===== src/rtl/idc_arbiter_if.sv =====
// Bundle of requester, response and shared-checker signals for idc_arbiter.
// slave: the arbiter side; master: requesters plus checker model driving it.
interface idc_arbiter_if;
  logic       req0_valid;
  logic       req1_valid;
  logic [5:0] req0_id;
  logic [5:0] req1_id;
  logic       req0_ready;
  logic       req1_ready;
  logic       rsp0_valid;
  logic       rsp1_valid;
  logic       rsp_legal;
  logic       rsp_err;
  logic       idc_in_valid;
  logic [5:0] idc_in_id;
  logic       idc_out_valid;
  logic       idc_out_legal;
  logic       busy;

  modport slave (
    input  req0_valid, req1_valid, req0_id, req1_id, idc_out_valid, idc_out_legal,
    output req0_ready, req1_ready, rsp0_valid, rsp1_valid, rsp_legal, rsp_err,
           idc_in_valid, idc_in_id, busy
  );

  modport master (
    output req0_valid, req1_valid, req0_id, req1_id, idc_out_valid, idc_out_legal,
    input  req0_ready, req1_ready, rsp0_valid, rsp1_valid, rsp_legal, rsp_err,
           idc_in_valid, idc_in_id, busy
  );
endinterface


===== src/rtl/idc_arbiter.sv =====
// Two-requester round-robin arbiter in front of a single shared ID checker.
// Optional WAIT timeout is enabled by defining IDC_ARB_TIMEOUT_EN.
module idc_arbiter #(
  parameter int unsigned TIMEOUT_CYC = 32
) (
  input logic          clk,
  input logic          rst_n,
  idc_arbiter_if.slave bus
);

  if (TIMEOUT_CYC < 2 || TIMEOUT_CYC > 255) begin : g_bad_cfg
    $error("idc_arbiter: TIMEOUT_CYC must be in 2..255");
  end

  typedef enum logic [1:0] {StIdle, StIssue, StWait, StResp} state_e;

  state_e     state_q, state_d;
  logic       rr_q, rr_d;
  logic       owner_q, owner_d;
  logic       legal_q, legal_d;
  logic [5:0] id_q, id_d;
  logic       grant0, grant1;

`ifdef IDC_ARB_TIMEOUT_EN
  localparam logic [7:0] CntLast = 8'(TIMEOUT_CYC - 1);
  logic       err_q, err_d;
  logic [7:0] cnt_q, cnt_d;
`endif

  // rr names the requester that wins when both are valid.
  assign grant0 = bus.req0_valid & (~bus.req1_valid | ~rr_q);
  assign grant1 = bus.req1_valid & (~bus.req0_valid | rr_q);

  always_comb begin
    state_d = state_q;
    rr_d    = rr_q;
    owner_d = owner_q;
    legal_d = legal_q;
    id_d    = id_q;
`ifdef IDC_ARB_TIMEOUT_EN
    err_d   = err_q;
    cnt_d   = cnt_q;
`endif
    unique case (state_q)
      StIdle: begin
        if (grant0 | grant1) begin
          state_d = StIssue;
          owner_d = grant1;
          id_d    = grant1 ? bus.req1_id : bus.req0_id;
        end
      end
      StIssue: begin
        state_d = StWait;
`ifdef IDC_ARB_TIMEOUT_EN
        cnt_d   = '0;
`endif
      end
      StWait: begin
        // A result arriving in the expiry cycle still counts as a normal result.
        if (bus.idc_out_valid) begin
          state_d = StResp;
          legal_d = bus.idc_out_legal;
`ifdef IDC_ARB_TIMEOUT_EN
          err_d   = 1'b0;
        end else if (cnt_q == CntLast) begin
          state_d = StResp;
          legal_d = 1'b0;
          err_d   = 1'b1;
        end else begin
          cnt_d   = cnt_q + 8'd1;
`endif
        end
      end
      StResp: begin
        state_d = StIdle;
        rr_d    = ~owner_q;
      end
      default: state_d = StIdle;
    endcase
  end

  always_ff @(posedge clk or negedge rst_n) begin
    if (!rst_n) begin
      state_q <= StIdle;
      rr_q    <= 1'b0;
      owner_q <= 1'b0;
      legal_q <= 1'b0;
      id_q    <= '0;
`ifdef IDC_ARB_TIMEOUT_EN
      err_q   <= 1'b0;
      cnt_q   <= '0;
`endif
    end else begin
      state_q <= state_d;
      rr_q    <= rr_d;
      owner_q <= owner_d;
      legal_q <= legal_d;
      id_q    <= id_d;
`ifdef IDC_ARB_TIMEOUT_EN
      err_q   <= err_d;
      cnt_q   <= cnt_d;
`endif
    end
  end

  // ready is gated by rst_n so nothing is offered while reset is held.
  assign bus.req0_ready   = rst_n & (state_q == StIdle) & grant0;
  assign bus.req1_ready   = rst_n & (state_q == StIdle) & grant1;
  assign bus.idc_in_valid = (state_q == StIssue);
  assign bus.idc_in_id    = id_q;
  assign bus.rsp0_valid   = (state_q == StResp) & ~owner_q;
  assign bus.rsp1_valid   = (state_q == StResp) & owner_q;
  assign bus.rsp_legal    = (state_q == StResp) & legal_q;
`ifdef IDC_ARB_TIMEOUT_EN
  assign bus.rsp_err      = (state_q == StResp) & err_q;
`else
  assign bus.rsp_err      = 1'b0;
`endif
  assign bus.busy         = (state_q != StIdle);

endmodule


===== src/flat_wrapper.sv =====
// flat-port wrapper written by rule: the top's interface ports become plain ports
module idc_arbiter_flat 
#(
  parameter int unsigned TIMEOUT_CYC = 32
)
  (clk, rst_n, bus_req0_valid, bus_req1_valid, bus_req0_id, bus_req1_id, bus_idc_out_valid, bus_idc_out_legal, bus_req0_ready, bus_req1_ready, bus_rsp0_valid, bus_rsp1_valid, bus_rsp_legal, bus_rsp_err, bus_idc_in_valid, bus_idc_in_id, bus_busy);
  idc_arbiter_if bus_i ();
  input logic clk;
  input logic rst_n;
  input wire logic [$bits(bus_i.req0_valid)-1:0] bus_req0_valid;
  input wire logic [$bits(bus_i.req1_valid)-1:0] bus_req1_valid;
  input wire logic [$bits(bus_i.req0_id)-1:0] bus_req0_id;
  input wire logic [$bits(bus_i.req1_id)-1:0] bus_req1_id;
  input wire logic [$bits(bus_i.idc_out_valid)-1:0] bus_idc_out_valid;
  input wire logic [$bits(bus_i.idc_out_legal)-1:0] bus_idc_out_legal;
  output wire logic [$bits(bus_i.req0_ready)-1:0] bus_req0_ready;
  output wire logic [$bits(bus_i.req1_ready)-1:0] bus_req1_ready;
  output wire logic [$bits(bus_i.rsp0_valid)-1:0] bus_rsp0_valid;
  output wire logic [$bits(bus_i.rsp1_valid)-1:0] bus_rsp1_valid;
  output wire logic [$bits(bus_i.rsp_legal)-1:0] bus_rsp_legal;
  output wire logic [$bits(bus_i.rsp_err)-1:0] bus_rsp_err;
  output wire logic [$bits(bus_i.idc_in_valid)-1:0] bus_idc_in_valid;
  output wire logic [$bits(bus_i.idc_in_id)-1:0] bus_idc_in_id;
  output wire logic [$bits(bus_i.busy)-1:0] bus_busy;
  assign bus_i.req0_valid = bus_req0_valid;
  assign bus_i.req1_valid = bus_req1_valid;
  assign bus_i.req0_id = bus_req0_id;
  assign bus_i.req1_id = bus_req1_id;
  assign bus_i.idc_out_valid = bus_idc_out_valid;
  assign bus_i.idc_out_legal = bus_idc_out_legal;
  assign bus_req0_ready = bus_i.req0_ready;
  assign bus_req1_ready = bus_i.req1_ready;
  assign bus_rsp0_valid = bus_i.rsp0_valid;
  assign bus_rsp1_valid = bus_i.rsp1_valid;
  assign bus_rsp_legal = bus_i.rsp_legal;
  assign bus_rsp_err = bus_i.rsp_err;
  assign bus_idc_in_valid = bus_i.idc_in_valid;
  assign bus_idc_in_id = bus_i.idc_in_id;
  assign bus_busy = bus_i.busy;
  idc_arbiter #(.TIMEOUT_CYC(TIMEOUT_CYC)) u_core (.clk(clk), .rst_n(rst_n), .bus(bus_i));
endmodule

===== config.mk =====
export PLATFORM = sky130hd
export DESIGN_NAME = idc_arbiter_flat
export DESIGN_NICKNAME = d
export VERILOG_FILES = /design/src/rtl/idc_arbiter_if.sv /design/src/rtl/idc_arbiter.sv /design/src/flat_wrapper.sv
export SDC_FILE = /design/constraint.sdc
export NUM_CORES = 1
export LEC_CHECK = 0
export ABC_CLOCK_PERIOD_IN_PS = 1500
export BUFFER_PORTS_ARGS = -buffer_cell sky130_fd_sc_hd__buf_4
export CORE_MARGIN = 8
export CORE_UTILIZATION = 38
export DETAILED_ROUTE_END_ITERATION = 7
export PLACE_DENSITY = 0.72
export SYNTH_ARGS = -nofsm -noshare
export SYNTH_HDL_FRONTEND = slang
export SYNTH_SLANG_ARGS = --single-unit

===== constraint.sdc =====
create_clock -name clk -period 1.5 [get_ports clk]
set_input_delay 0.075 -clock clk [delete_from_list [all_inputs] [get_ports clk]]
set_output_delay 0.075 -clock clk [all_outputs]
set_load 0.1 [all_outputs]

# Word-level counts from Yosys, hierarchy flattened
# Index checks and enable logic that the tools add are counted.
[totals] reg_bits=11 in_bits=18 word_cells=34 output_inout_bits=14
[op_classes] n_eq_ne=5 n_mux=4 n_reduce_logical=5 bitwise=15
[op_table] op="$and 1x1->1" n=8
[op_table] op="$pmux 2 s4" n=1
[op_table] op="$mux 6" n=1
[op_table] op="$reduce_and 2->1" n=3
[op_table] op="$eq 2x2->1 const B" n=2
[op_table] op="$mux 2" n=2
[op_table] op="$not 1->1" n=4
[op_table] op="$or 1x1->1" n=3
[op_table] op="$eq 2x1->1 const B" n=1
[op_table] op="$logic_not 2->1" n=1
[op_table] op="$ne 2x1->1 const B" n=1
[op_table] op="$ne 2x2->1 const B" n=1
[op_table] op="$reduce_bool 2->1" n=1

# Depth between registers and ports, before layout
# Gate-level depths: netlist of the first run.
[depth] depth_word=6 ltp_mapped=6 ltp_nobuf=5

# Worst setup path before layout of the first run
# No wires, ideal clock.
[synth_timing] path_kind="flip-flop to output port" startpoint="register u_core.state_q[0]" endpoint="output bus_req1_ready" t_required_ns=1.425 arrival_time_ns=2.818 setup_slack_ns=-1.393 n_path_buf=0 stages_incl_launch_ff=5 path_cell_list="dfrtp_1 > inv_1 > ha_1 > nand2_1 > nor3_1"
[synth_via] elab_chain_cells=3
[synth_lines] item="from (decl)" line_no="idc_arbiter.sv:17" rtl="state_e state_q, state_d;"
[synth_lines] item="from (signal assigned)" line_no="idc_arbiter.sv:84" rtl="state_q <= StIdle;"
[synth_lines] item="from (signal assigned)" line_no="idc_arbiter.sv:94" rtl="state_q <= state_d;"
[synth_lines] item="$logic_not 2->1" line_no="idc_arbiter.sv:108" rtl="assign bus.req1_ready = rst_n & (state_q == StIdle) & grant1;"
[synth_lines] item="$and 1x1->1 (2 in a row)" line_no="idc_arbiter.sv:108"
[synth_lines] item="to (decl)" line_no="flat_wrapper.sv:17" rtl="output wire logic [$bits(bus_i.req1_ready)-1:0] bus_req1_ready;"
# Every way passes these cells.

# Worst setup path after layout of the first run
[layout_timing] startpoint="register u_core.state_q[1]" endpoint="register u_core.state_q[1]"
[layout_via] elab_chain_cells=3 elab_cells_between_ends=8 classes_between="5 x eq/ne; 1 x mux; 2 x reduce/logical"
[layout_lines] item="$eq 2x2->1 or $logic_not 2->1 (tied branches)" line_no="idc_arbiter.sv:44" rtl="unique case (state_q)"
[layout_lines] item="$ne 2x2->1 (no line) or $ne 2x1->1 (tied branches)"
[layout_lines] item="$reduce_and 2->1 (no line)"
# Parallel ways exist; a longest one is shown, timed or not.
# A chain may end at the register's enable or synchronous reset.

==> results.sh, run 1 <==
export IMPL_grt_overflow_total=0
export IMPL_cts_root_buf="clkbuf_4"
export IMPL_h_tree_depth=1
export IMPL_slew_violations=0
export IMPL_fin_worst_skew_ps=8.91
export IMPL_crit_family="flip-flops"
export IMPL_area_growth_pct=67.5
export IMPL_grt_max_degree=14
export IMPL_whs_ps=31.1
export IMPL_synth_top_area_cell="dfrtp_1"
export IMPL_ys_flop_type="dfrtp_1"
export IMPL_portBuffers=30
export IMPL_endpoint_kind="flop"
export IMPL_critPathRequiredTime_ps=1670
export IMPL_die_w_um=56.1
export IMPL_drt_wirelength_per_cell_um=15.8
export IMPL_syn_instance_count=67
export IMPL_dr_pass1_iters=4
export IMPL_antenna_found_initial=0
export IMPL_grt_pass1_wl_um=3160
export IMPL_die_area_um2=3150
export IMPL_path_clk_slew_ps=80
export IMPL_dp_hpwl_um=1490
export IMPL_multiInputGateArea_um2=345
export IMPL_setup_viol=0
export IMPL_cts_sinks=11
export IMPL_initial_core_util_pct=40.6
export IMPL_place_gp_congestion=0.817
export IMPL_cp_num_buf_inv=2
export IMPL_antenna_cells=0
export IMPL_yosysUniqueCellTypes=23
export IMPL_syn_nets=89
export IMPL_via_per_inst=5.13
export IMPL_synth_area_leaders="dfrtp_1 (45%), ha_1 (8.2%), a31oi_1 (6.1%)"
export IMPL_clk_path_buf_depth=2
export IMPL_grt_use_total_pct=12.5
export IMPL_grt_pass1_vias=660
export IMPL_seq_area_frac_synth_pct=45.0
export IMPL_hold_viol_final=0
export IMPL_cts_buffers=3
export IMPL_ff_latch_area_um2=275
export IMPL_avgSynthCellArea_um2=9.13
export IMPL_dr_total_vias=616
export IMPL_hp_class="in -> reg"
export IMPL_cp_arrival_ps=1640
export IMPL_cp_start_kind="flop"
export IMPL_clkLatencyLatePin_ps=270
export IMPL_die_h_um=56.1
export IMPL_cap_viol_max_count=0
export IMPL_drive_above_1_share_pct=49.0
export IMPL_drc=0
export IMPL_yosysWarnings=0
export IMPL_final_cells=120
export IMPL_status="complete, no violations"
export IMPL_ant_nets=0
export IMPL_rows=14
export IMPL_critPathKind="reg -> reg"
export IMPL_crit_path_cell_trace="inv_2, ha_4, inv_6, o32a_1, mux2_4"
export IMPL_max_freq_ghz=0.677
export IMPL_num_io_pins=32
export IMPL_ys_seq_elements=11
export IMPL_slowest_stage="dfrtp_1"
export IMPL_synth_edf_count=0
export IMPL_final_min_clock_period_ps=1480
export IMPL_syn_area_um2=612
export IMPL_netlist_area_leader_share_pct=45.0
export IMPL_coreArea_um2=1510
export IMPL_ys_async_sr_fraction_pct=100
export IMPL_totalWireLength_um=1900
export IMPL_worst_path_largest_cell_delay_ps=390
export IMPL_nFillCells=128
export IMPL_crit_start="u_core.state_q[1]"
export IMPL_cts_tree="yes"
export IMPL_crit_fanout=5
export IMPL_fin_crit_sh_pct=98.4
export IMPL_dp_cells=115
export IMPL_rsz0062_at_grt="yes"
export IMPL_rr_startpoint="u_core.state_q[1]"
export IMPL_drt_iter0_markers=9
export IMPL_hold_start="bus_idc_out_legal"
export IMPL_nets=127
layout by cell type (no fill, tap or decap):
master / Yosys / layout
dfrtp_1: 11 / 11
nor2b_2: 0 / 1
nand2_1: 2 / 1
nand3_2: 0 / 1
buf_12: 0 / 4
inv_1: 5 / 3
buf_4: 1 / 29
mux2_2: 1 / 1
nor2_1: 8 / 8
and2_2: 0 / 1
nand2_2: 0 / 1
clkbuf_1: 0 / 1
ha_1: 4 / 2
ha_2: 0 / 1
nand2b_1: 1 / 1
mux2_4: 1 / 1
and2_1: 2 / 1
nand3_1: 7 / 6
o32ai_1: 1 / 1
o32a_1: 1 / 1
inv_2: 1 / 2
nor3_4: 0 / 1
dlygate4sd3_1: 0 / 1
buf_6: 0 / 2
ha_4: 0 / 1
nor2b_1: 2 / 1
o21a_1: 1 / 1
clkbuf_4: 0 / 3
o22a_1: 1 / 1
a21oi_4: 0 / 1
a31oi_1: 6 / 6
inv_6: 0 / 1
o21ai_0: 6 / 6
conb_1: 1 / 1
layout make-up:
class	count	share of cell area (%)
Timing Repair Buffer	36	32.2
Tap cell	16	1.95
Clock buffer	4	2.56
Multi-Input combinational cell	47	33.7
Sequential cell	11	26.9
Inverter	6	2.69
worst register-to-register path: stages, from the launching register on:
cell and delay [ps]:
dfrtp_1 390, inv_2 90, ha_4 190, inv_6 40, o32a_1 350, mux2_4 300
cell usage after synthesis (2+ instances only):
| cell type | n |
|---|---|
| dfrtp_1 | 11 |
| nor2_1 | 8 |
| nand3_1 | 7 |
| a31oi_1 | 6 |
| o21ai_0 | 6 |
| inv_1 | 5 |
| ha_1 | 4 |
| and2_1 | 2 |
| buf_2 | 2 |
| nand2_1 | 2 |
| nor2b_1 | 2 |
flip-flops by register name, indices dropped and copies added, names as in the netlist:
register,cells
u_core.bus.idc_in_id,6
u_core.state_q,2
u_core.legal_q,1
u_core.owner_q,1
u_core.rr_q,1
through the flow:
step / setup WS [ps] / utilization [%] / cell area [um^2] / TNS [ps]
finish: 23.6 / 68.0 / 1020 / 0
global route: -22.9 / 68.0 / 1020 / -48.4
CTS: 1.02 / 65.7 / 990 / 0
detailed placement: 32.8 / 62.0 / 933 / 0
global placement: 71.1 / 62.0 / 933 / 0
floorplan: -107 / - / 656 / -156
repair_timing:
| item | 4_1_cts | 5_1_grt |
|---|---|---|
| hold buffers | 1 | 0 |
| endpoints found under the setup margin | 3 | 6 |
| gates resized for setup | 5 | 9 |
| pin swaps | 1 | 2 |
| hold endpoints to repair | 11 | 0 |
| setup buffers | 0 | 0 |
cell families after synthesis:
logic type / Yosys count / synth area share (%)
fa+ha+maj: 4 / 8.18
mux: 2 / 4.29
compound gates: 17 / 17.6
other cells: 1 / 0.613
flops: 11 / 45.0
buf+inv: 9 / 6.54
simple gates: 23 / 17.8
final timing paths:
kind / endpoint / cells past startpoint / slack [ps]
min in group asynchronous: u_core.state_q[1] / 2 / 200
min reg2reg: u_core.legal_q / 1 / 510
max in group asynchronous: u_core.bus.idc_in_id[4] / 2 / 1120
max reg2reg: u_core.state_q[1] / 5 / 20
max: u_core.state_q[1] / 5 / 20
min: u_core.legal_q / 2 / 30
layer usage:
metal	vias to the layer above	wire, um	track usage, %
met5	-	0	0
met4	0	43	8.25
met3	4	86	3.65
met2	15	1010	20.6
met1	291	766	13.3
li1	306	-	-
Power of run 1 is not shown: default switching activity piles up to over one toggle a cycle in this logic, so the estimate is an artifact.
==> run 2: changes to the inputs <==
Settings changed: BUFFER_PORTS_ARGS -buffer_cell sky130_fd_sc_hd__buf_4 to default, CORE_AREA from default to 8 8 45 47, CORE_MARGIN 8 to default, CORE_UTILIZATION 38 to default, DIE_AREA from default to 0 0 53 55, DONT_BUFFER_PORTS from default to 1, PLACE_DENSITY 0.72 to default.
==> results.sh, run 2 (synthesis results as in run 1) <==
export IMPL_path_clk_slew_ps=70
export IMPL_grt_overflow_total=0
export IMPL_drt_iter0_markers=15
export IMPL_h_tree_depth=1
export IMPL_num_io_pins=32
export IMPL_dp_hpwl_um=1290
export IMPL_cts_root_buf="clkbuf_4"
export IMPL_area_growth_pct=70.3
export IMPL_fin_worst_skew_ps=0.272
export IMPL_largest_register_ffs=6
export IMPL_post_cts_buffers=0
export IMPL_reg2regPathDepth=5
export IMPL_cts_sinks=11
export IMPL_drt_wirelength_per_cell_um=16.0
export IMPL_grt_pass1_vias=636
export IMPL_hp_class="in -> reg"
export IMPL_rsz0062_at_grt="yes"
export IMPL_final_cell_mix="dlygate4sd3_1 (15), buf_4 (13), dfrtp_1 (11)"
export IMPL_layout_commonest_cell="dlygate4sd3_1"
export IMPL_dr_total_vias=619
export IMPL_r2r_slack_ps=20
export IMPL_cts_tree="yes"
export IMPL_coreArea_um2=1380
export IMPL_rr_startpoint="u_core.state_q[0]"
export IMPL_slew_violations=0
export IMPL_die_area_um2=2920
export IMPL_clkLatencyLatePin_ps=270
export IMPL_tightest_slew_ps=554
export IMPL_cts_buffers=3
export IMPL_endpoint="u_core.state_q[1]"
export IMPL_die_h_um=55
export IMPL_crit_fanout=5
export IMPL_worstReg2RegEnd="u_core.state_q[1]"
export IMPL_cap_viol_max_count=0
export IMPL_final_min_clock_period_ps=1480
export IMPL_endpoint_kind="flop"
export IMPL_tns_ps=0
export IMPL_grt_pass1_wl_um=2950
export IMPL_antenna_found_initial=0
export IMPL_initial_core_util_pct=44.2
export IMPL_status="complete, no violations"
export IMPL_critPathKind="reg -> reg"
export IMPL_portBuffers=0
export IMPL_die_w_um=53
export IMPL_grt_use_total_pct=14.0
export IMPL_hold_viol_final=0
export IMPL_antenna_cells=0
export IMPL_drc=0
export IMPL_slowest_stage="dfrtp_1"
export IMPL_crit_path_cell_trace="inv_2, ha_4, inv_6, o32a_1, mux2_4"
export IMPL_cp_arrival_ps=1640
export IMPL_setup_viol=0
export IMPL_rows=14
export IMPL_drive_above_1_share_pct=33.7
export IMPL_timing_slew_headroom_pct=62.9
export IMPL_grt_max_degree=12
export IMPL_dr_pass1_iters=5
export IMPL_fin_crit_sh_pct=98.6
export IMPL_ant_nets=0
export IMPL_finish_utilization_pct=75.3
export IMPL_critPathRequiredTime_ps=1660
export IMPL_place_gp_congestion=0.752
export IMPL_totalWireLength_um=1880
export IMPL_max_freq_ghz=0.676
export IMPL_crit_start="u_core.state_q[0]"
export IMPL_cp_start_kind="flop"
export IMPL_worst_path_largest_cell_delay_ps=390
export IMPL_clk_path_buf_depth=2
export IMPL_nets=124
export IMPL_via_per_inst=5.29
-- run 2: timing repair --
action / 4_1_cts / 5_1_grt
pin swaps: 1 / 0
resized for setup: 1 / 2
hold buffers: 15 / 0
endpoints found under the hold margin: 18 / 0
setup endpoints to repair: 2 / 2
gates cloned: 0 / 0
-- run 2: worst max-delay path: cells and delay by family (launching register included) --
family	cells	cell delay, ps
AO/OA/AOI/OAI	1	370
buffers and inverters	2	110
adder cells (fa/ha/maj)	1	180
flip-flops	1	390
multiplexers	1	300
-- run 2: area by class of cell --
| type | count | area (um^2) |
|---|---|---|
| fillers | 94 | 342 |
| clock buffers | 4 | 26.3 |
| inverters | 6 | 27.5 |
| flip-flops and latches | 11 | 275 |
| well taps | 16 | 20.0 |
| repair buffers | 33 | 348 |
| multi-input cells | 47 | 345 |
-- run 2: worst min-delay path by stage --
stage / slack [ps] / cells after the start / start / end
after global routing: 40 / 2 / bus_idc_out_valid / u_core.legal_q
after detailed placement: -220 / 0 / rst_n / u_core.bus.idc_in_id[2]
after CTS: 20 / 2 / bus_idc_out_valid / u_core.legal_q
after global placement: -220 / 0 / rst_n / u_core.bus.idc_in_id[2]
final: 20 / 2 / bus_idc_out_valid / u_core.legal_q
after floorplan: -220 / 0 / rst_n / u_core.bus.idc_in_id[0]
-- run 2: layer usage --
layer,wire (um),vias to the layer above,share of wire (%),GRT usage (%)
met4,53,0,2.8,9.48
met1,701,285,37,14.4
met3,195,7,10,5.08
met2,926,26,49,23.4
met5,0,-,0,0
li1,-,301,-,-
-- run 2: per-stage QoR --
step / setup WS [ps] / std cells / hold WS (ps) / area [um^2]
after floorplan: -107 / 67 / -221 / 656
after global routing: -9.91 / 117 / 38.7 / 1040
after global placement: 63.0 / 98 / -220 / 856
final: 21.4 / 117 / 24.0 / 1040
after detailed placement: 42.3 / 98 / -220 / 856
after CTS: 29.9 / 117 / 24.6 / 1030
Power of run 2 is left out for the same reason.
